### src/rtl/layer_input_feeder.sv
// Assembles N_IN streamed activations into a shadow bank and presents it atomically on a_bus.
// Latency: last word accepted at edge E, transfer at E+1 at earliest; node_sample SETTLE cycles after frame_valid.
// Backpressure: in_ready drops only while a complete frame waits for the node pipeline to settle.
module layer_input_feeder #(
    parameter int N_IN   = 30,
    parameter int DW     = 8,
    parameter int SETTLE = 3
) (
    input  logic                 clk,
    input  logic                 reset,
    input  logic [DW-1:0]        in_data,
    input  logic                 in_valid,
    input  logic                 in_last,
    output logic                 in_ready,
    output logic [N_IN*DW-1:0]   a_bus,
    output logic                 frame_valid,
    output logic                 node_sample,
    output logic                 err_len,
    input  logic                 err_clr
);

    localparam int IW = (N_IN > 1) ? $clog2(N_IN) : 1;
    localparam int SW = (SETTLE > 0) ? $clog2(SETTLE + 1) : 1;
    localparam logic [IW-1:0] IDX_LAST = IW'(N_IN - 1);
    localparam logic [SW-1:0] SETTLE_V = SW'(SETTLE);

    typedef enum logic [1:0] {
        FILL    = 2'd0,
        FULL    = 2'd1,
        DISCARD = 2'd2
    } state_t;

    state_t          state;
    logic [IW-1:0]   idx;
    logic [SW-1:0]   settle_cnt;
    logic [DW-1:0]   shadow [N_IN];

    logic accept;
    logic fill_accept;
    logic at_last_idx;
    logic len_violation;
    logic xfer;

    assign in_ready      = (state != FULL);
    assign accept        = in_valid && in_ready;
    assign fill_accept   = accept && (state == FILL);
    assign at_last_idx   = (idx == IDX_LAST);
    assign len_violation = fill_accept && (at_last_idx != in_last);
    assign xfer          = (state == FULL) && (settle_cnt == '0);

    // Shadow bank carries no reset; its contents only matter once a full frame has been written.
    always_ff @(posedge clk) begin
        if (fill_accept) begin
            shadow[idx] <= in_data;
        end
    end

    always_ff @(posedge clk or posedge reset) begin
        if (reset) begin
            state <= FILL;
            idx   <= '0;
        end else begin
            case (state)
                FILL: begin
                    if (accept) begin
                        if (at_last_idx) begin
                            idx   <= '0;
                            state <= in_last ? FULL : DISCARD;
                        end else if (in_last) begin
                            idx <= '0;
                        end else begin
                            idx <= idx + 1'b1;
                        end
                    end
                end
                DISCARD: begin
                    if (accept && in_last) begin
                        state <= FILL;
                    end
                end
                FULL: begin
                    if (xfer) begin
                        state <= FILL;
                    end
                end
                default: begin
                    state <= FILL;
                    idx   <= '0;
                end
            endcase
        end
    end

    // A new violation on the same edge as err_clr keeps the flag set.
    always_ff @(posedge clk or posedge reset) begin
        if (reset) begin
            err_len <= 1'b0;
        end else if (len_violation) begin
            err_len <= 1'b1;
        end else if (err_clr) begin
            err_len <= 1'b0;
        end
    end

    always_ff @(posedge clk or posedge reset) begin
        if (reset) begin
            a_bus       <= '0;
            frame_valid <= 1'b0;
            node_sample <= 1'b0;
            settle_cnt  <= '0;
        end else begin
            frame_valid <= xfer;
            node_sample <= (settle_cnt == SW'(1));
            if (xfer) begin
                settle_cnt <= SETTLE_V;
                for (int k = 0; k < N_IN; k++) begin
                    a_bus[k*DW +: DW] <= shadow[k];
                end
            end else if (settle_cnt != '0) begin
                settle_cnt <= settle_cnt - 1'b1;
            end
        end
    end

endmodule

### config.mk
export PLATFORM = sky130hd
export DESIGN_NAME = layer_input_feeder
export DESIGN_NICKNAME = d
export VERILOG_FILES = /design/src/rtl/layer_input_feeder.sv
export SDC_FILE = /design/constraint.sdc
export NUM_CORES = 1
export LEC_CHECK = 0
export CORE_MARGIN = 3
export CORE_UTILIZATION = 54
export DETAILED_ROUTE_END_ITERATION = 10
export PLACE_DENSITY = 0.79
export SLEW_MARGIN = 10
export SYNTH_ARGS = -nofsm -noshare
export SYNTH_HDL_FRONTEND = slang
export SYNTH_SLANG_ARGS = --single-unit
### constraint.sdc
create_clock -name clk -period 11.5 [get_ports clk]
set_input_delay 2.3 -clock clk [delete_from_list [all_inputs] [get_ports clk]]
set_output_delay 2.3 -clock clk [all_outputs]
set_load 0.01 [all_outputs]
# --- After elaboration in Yosys (flattened, before gate mapping) ---
# Memory sizes are Yosys's and may differ from the RTL's. A register that Yosys moved wholly into a read port is not among the register bits.
# Index checks and enable logic that the tools add are counted.
# W data, S select, Z words.
op_classes:
  add_sub_neg: 2
  n_eq_ne: 10
  n_mux: 16
  bitwise_logic: 1
  n_reduce_logical: 13
ops:
  columns: ["op", "count"]
  rows:
  - ["$mux W5", 3]
  - ["$mux W2", 7]
  - ["$pmux W5 S2", 1]
  - ["$ne A2 B2 Y1 const B", 4]
  - ["$pmux W2 S3", 1]
  - ["$reduce_bool A2 Y1", 3]
  - ["$add A5 B1 Y5 const B", 1]
  - ["$eq A5 B5 Y1 const B", 1]
  - ["$logic_and A1 B1 Y1", 5]
  - ["$eq A2 B1 Y1 const B", 2]
  - ["$logic_not A2 Y1", 2]
  - ["$mux W1", 4]
  - ["$reduce_and A4 Y1", 1]
  - ["$eq A2 B2 Y1 const B", 1]
  - ["$ne A2 B1 Y1 const B", 1]
  - ["$reduce_and A2 Y1", 1]
  - ["$reduce_or A2 Y1", 1]
  - ["$sub A2 B1 Y2 const B", 1]
  - ["$ne A1 B1 Y1", 1]
  - ["$not A1 Y1", 1]
word_totals:
  reg_bits: 12
  mem_bits_rw: 240
  inputBits: 13
  out_inout_bits: 244
  wordCells: 49
  memories: 1
memory_table:
  columns: ["name", "words", "width", "read_ports", "rd_clocked_by_memory_dff", "wr", "line_no", "source"]
  rows:
  - ["shadow", 30, 8, 30, 30, 1, "36", "logic [DW-1:0] shadow [N_IN];"]

# --- Logic depth before layout (Yosys ltp) ---
logic_depth:
  word_depth: 5
  mapped_depth: 7
  ltp_nobuf: 6

# --- Least setup slack after synthesis ---
# Ideal clock, no wire load.
synth_timing:
  path_type: "input to register"
  startpoint: "in in_valid"
  endpoint: "mem shadow[13][0] (enable)"
  setup_time_ps: 370
  arrival_ps: 3267
  required_time_ps: 11130
  slack_ps: 7863
  stages: 4
  path_buffers: 0
  cell_sequence: "nand2b_1 > nor2_1 > nand2_1 > nor2_1"
synth_between:
  elab_chain_len: 4
synth_rtl:
  columns: ["item", "line_no", "source"]
  rows:
  - ["start, declared", "12", "input logic in_valid,"]
  - ["$logic_and A1 B1 Y1", "45", "assign accept = in_valid && in_ready;"]
  - ["$logic_and A1 B1 Y1", "46", "assign fill_accept = accept && (state == FILL);"]
  - ["$mux W1", "53", "if (fill_accept) begin"]
  - ["$mux W1 (implied by the code)", "54", "shadow[idx] <= in_data;"]
  - ["end, declared", "36", null]
# Every way passes these cells.

# --- Worst setup path after layout ---
layout_timing:
  startpoint: "in in_valid"
  endpoint: "mem shadow[25][1] (enable)"
# Same word-level chain as after synthesis.

==> impl_metrics.env <==
export IMPL_worst_path_max_fanout=8
export IMPL_hold_viol=0
export IMPL_drtIter0Drc=628
export IMPL_clk_path_buf_depth=3
export IMPL_yosys_area_share_adder_pct=0.631
export IMPL_ys_top_cells_by_count="252 x dfrtp_1, 240 x edfxtp_1, 189 x mux2_4"
export IMPL_hold_buffers=0
export IMPL_synth_warnings=0
export IMPL_tightest_slew_ns=1.14
export IMPL_rsz0062_at_grt="no"
export IMPL_ir_drop_mv=0.179
export IMPL_grt_max_degree=137
export IMPL_clockRootBuffer="clkbuf_16"
export IMPL_cts_resized=0
export IMPL_required_ns=11.67
export IMPL_synth_compound_area_share_pct=0.631
export IMPL_vias=8517
export IMPL_antenna_left=0
export IMPL_fin_setup_tns_ns=0
export IMPL_yosys_area_share_xor_xnor_pct=0.0491
export IMPL_route_detailed_drc=0
export IMPL_synthSimpleGateAreaFrac_pct=1.51
export IMPL_setup_viol=0
export IMPL_yosys_cell_types_count=35
export IMPL_synth_top_family_by_area="multiplexers"
export IMPL_async_reset_ff_share_pct=51.2
export IMPL_cp_start_kind="primary input"
export IMPL_synth_ff_type="dfrtp_1"
export IMPL_antenna_found_initial=0
export IMPL_leakage_nw=8.77
export IMPL_io_pins=257
export IMPL_p_per_area_nw_per_um2=261
export IMPL_syn_nets=886
export IMPL_yosysTopAreaCell="edfxtp_1"
export IMPL_period_needed_ns=4.29
export IMPL_avgSynthCellArea_um2=20.6
export IMPL_synthMuxAreaShare_pct=19.3
export IMPL_dieHeight_um=188
export IMPL_htreeDepth=2
export IMPL_slew_headroom_pct=24.0
export IMPL_gp_congestion=0.766
export IMPL_tritoncts="done"
export IMPL_synth_most_common_cell="dfrtp_1"
export IMPL_slew_viol_final=0
export IMPL_grt_pass1_vias=9070
export IMPL_holdWs_ns=0.467
export IMPL_layout_drive_gt1_share_pct=28.1
export IMPL_initial_core_util_pct=55.7
export IMPL_clk_latency_ns=0.54
export IMPL_skew_ns=0.0175
export IMPL_outcome="finished clean"
export IMPL_gr_total_overflow=0
export IMPL_cts_sinks=492
export IMPL_rows=65
export IMPL_synthTopCellsByArea="edfxtp_1 40%, dfrtp_1 35%, mux2_4 16%"
export IMPL_dp_final_hpwl_mm=22.5
export IMPL_worstSetupPathType="primary input to flop"
export IMPL_wl_mm=37.8
export IMPL_grt_pass1_wl_mm=57.4
export IMPL_postCtsSetupRepairBufs=0
export IMPL_synth_enable_flop_cells=240
export IMPL_io_buffers=256
export IMPL_dieArea_um2=35200
export IMPL_die_w_um=188
export IMPL_clk_pin_slew_worst_paths_ns=0.06
export IMPL_ys_ff_latch=492
export IMPL_core_area_um2=32000
export IMPL_hp_class="flop to flop"
export IMPL_fin_nets=1165
export IMPL_synth_top_area_share_pct=40.4
export IMPL_diodes=0
export IMPL_syn_area_um2=17800
export IMPL_vias_per_cell=5.27
export IMPL_yosysSeqAreaShare_pct=75.8
export IMPL_netlist_instances=864
export IMPL_post_drt_wl_per_cell_um=23.4
export IMPL_worst_setup_path_end_kind="flop"
export IMPL_track_usage_pct=21.4
export IMPL_max_freq_mhz=233
export IMPL_cts_made_buffers=47
export IMPL_drtPass1Iterations=5
export IMPL_min_period_over_period_pct=37.3
export IMPL_areaGrowthSynthToFinish_pct=24.2
export IMPL_cp_arrival_ns=4.46
export IMPL_drv_cap=0
-- critical path: stages --
cell and delay (ns):
clkdlybuf4s50_1 0.48, nand2b_1 0.15, nor2_1 0.34, nand2_1 0.50
nor2_1 0.68
-- cell type report --
| cell class | instances | area [um^2] |
|---|---|---|
| clock inverters | 21 | 191 |
| repair buffers | 260 | 2560 |
| fillers | 2069 | 9890 |
| multi-input cells | 330 | 3950 |
| clock buffers | 65 | 1340 |
| flip-flops and latches | 492 | 13500 |
| inverters | 12 | 52.6 |
| well taps | 435 | 544 |
-- cells in the final DEF, fill, tap and decap left out, types with 5 or more instances in the layout --
cell type,Yosys,final
mux2_4,189,189
clkbuf_16,0,50
clkdlybuf4s50_1,0,248
ha_1,9,9
dfrtp_1,252,252
nor2_1,35,35
o21ai_0,5,5
buf_2,6,8
inv_1,12,11
nand2_1,11,11
mux2_2,53,53
clkbuf_1,1,12
edfxtp_1,240,240
clkinv_2,0,14
-- kinds of logic (layout without fill, tap and decap cells) --
group	after synthesis	in the layout
XOR/XNOR	1	1
multiplexers	243	243
flip-flops	492	492
AO/OA/AOI/OAI	17	17
buffers and inverters	42	358
AND/OR/NAND/NOR	60	60
adder cells (fa/ha/maj)	9	9
-- metal layers --
layer	share of wire [%]	up-vias	track usage [%]
met5	0	-	0
met2	47	294	34.2
met4	1.6	0	4.42
met1	44	4441	30.5
li1	-	3732	-
met3	7.0	50	5.42
-- per-stage QoR --
step | std cells | power (W) | instance area (um^2) | utilization [%] | worst slack (ns)
after floorplan | 864 | 0.00328 | 17800 | - | 2.27
after global placement | 1529 | 0.00428 | 20600 | 64.4 | 6.81
after detailed placement | 1529 | 0.00431 | 20600 | 64.4 | 6.66
after CTS | 1615 | 0.00584 | 22200 | 69.1 | 7.20
after global routing | 1615 | 0.00602 | 22200 | 69.1 | 6.99
final | 1615 | 0.00579 | 22200 | 69.1 | 7.21
-- power by group --
| part | internal, W | total (W) | switching [W] |
|---|---|---|---|
| Clock | 0.000884 | 0.00152 | 0.000632 |
| Combinational | 0.00112 | 0.00170 | 0.000586 |
| Sequential | 0.00227 | 0.00257 | 0.000299 |
-- path summary, 6_finish.rpt --
kind	cells past startpoint	to	from	slack (ns)
worst max-delay path	5	shadow[25][1]	in_valid	7.21
worst min-delay path	1	a_bus[163]	shadow[20][3]	0.47
worst max register to register	5	a_bus[170]	settle_cnt[0]	8.50
worst min register to register	1	a_bus[163]	shadow[20][3]	0.47
max in group asynchronous	3	a_bus[16]	reset	7.68
min in group asynchronous	2	a_bus[179]	reset	2.32
-- registers in the layout (all words and copies together), names as in the netlist --
signal and flops:
a_bus 240, shadow 240, idx 5, settle_cnt 2, state 2, err_len 1
frame_valid 1, node_sample 1
Note: power is estimated with default switching activity, not from simulation.
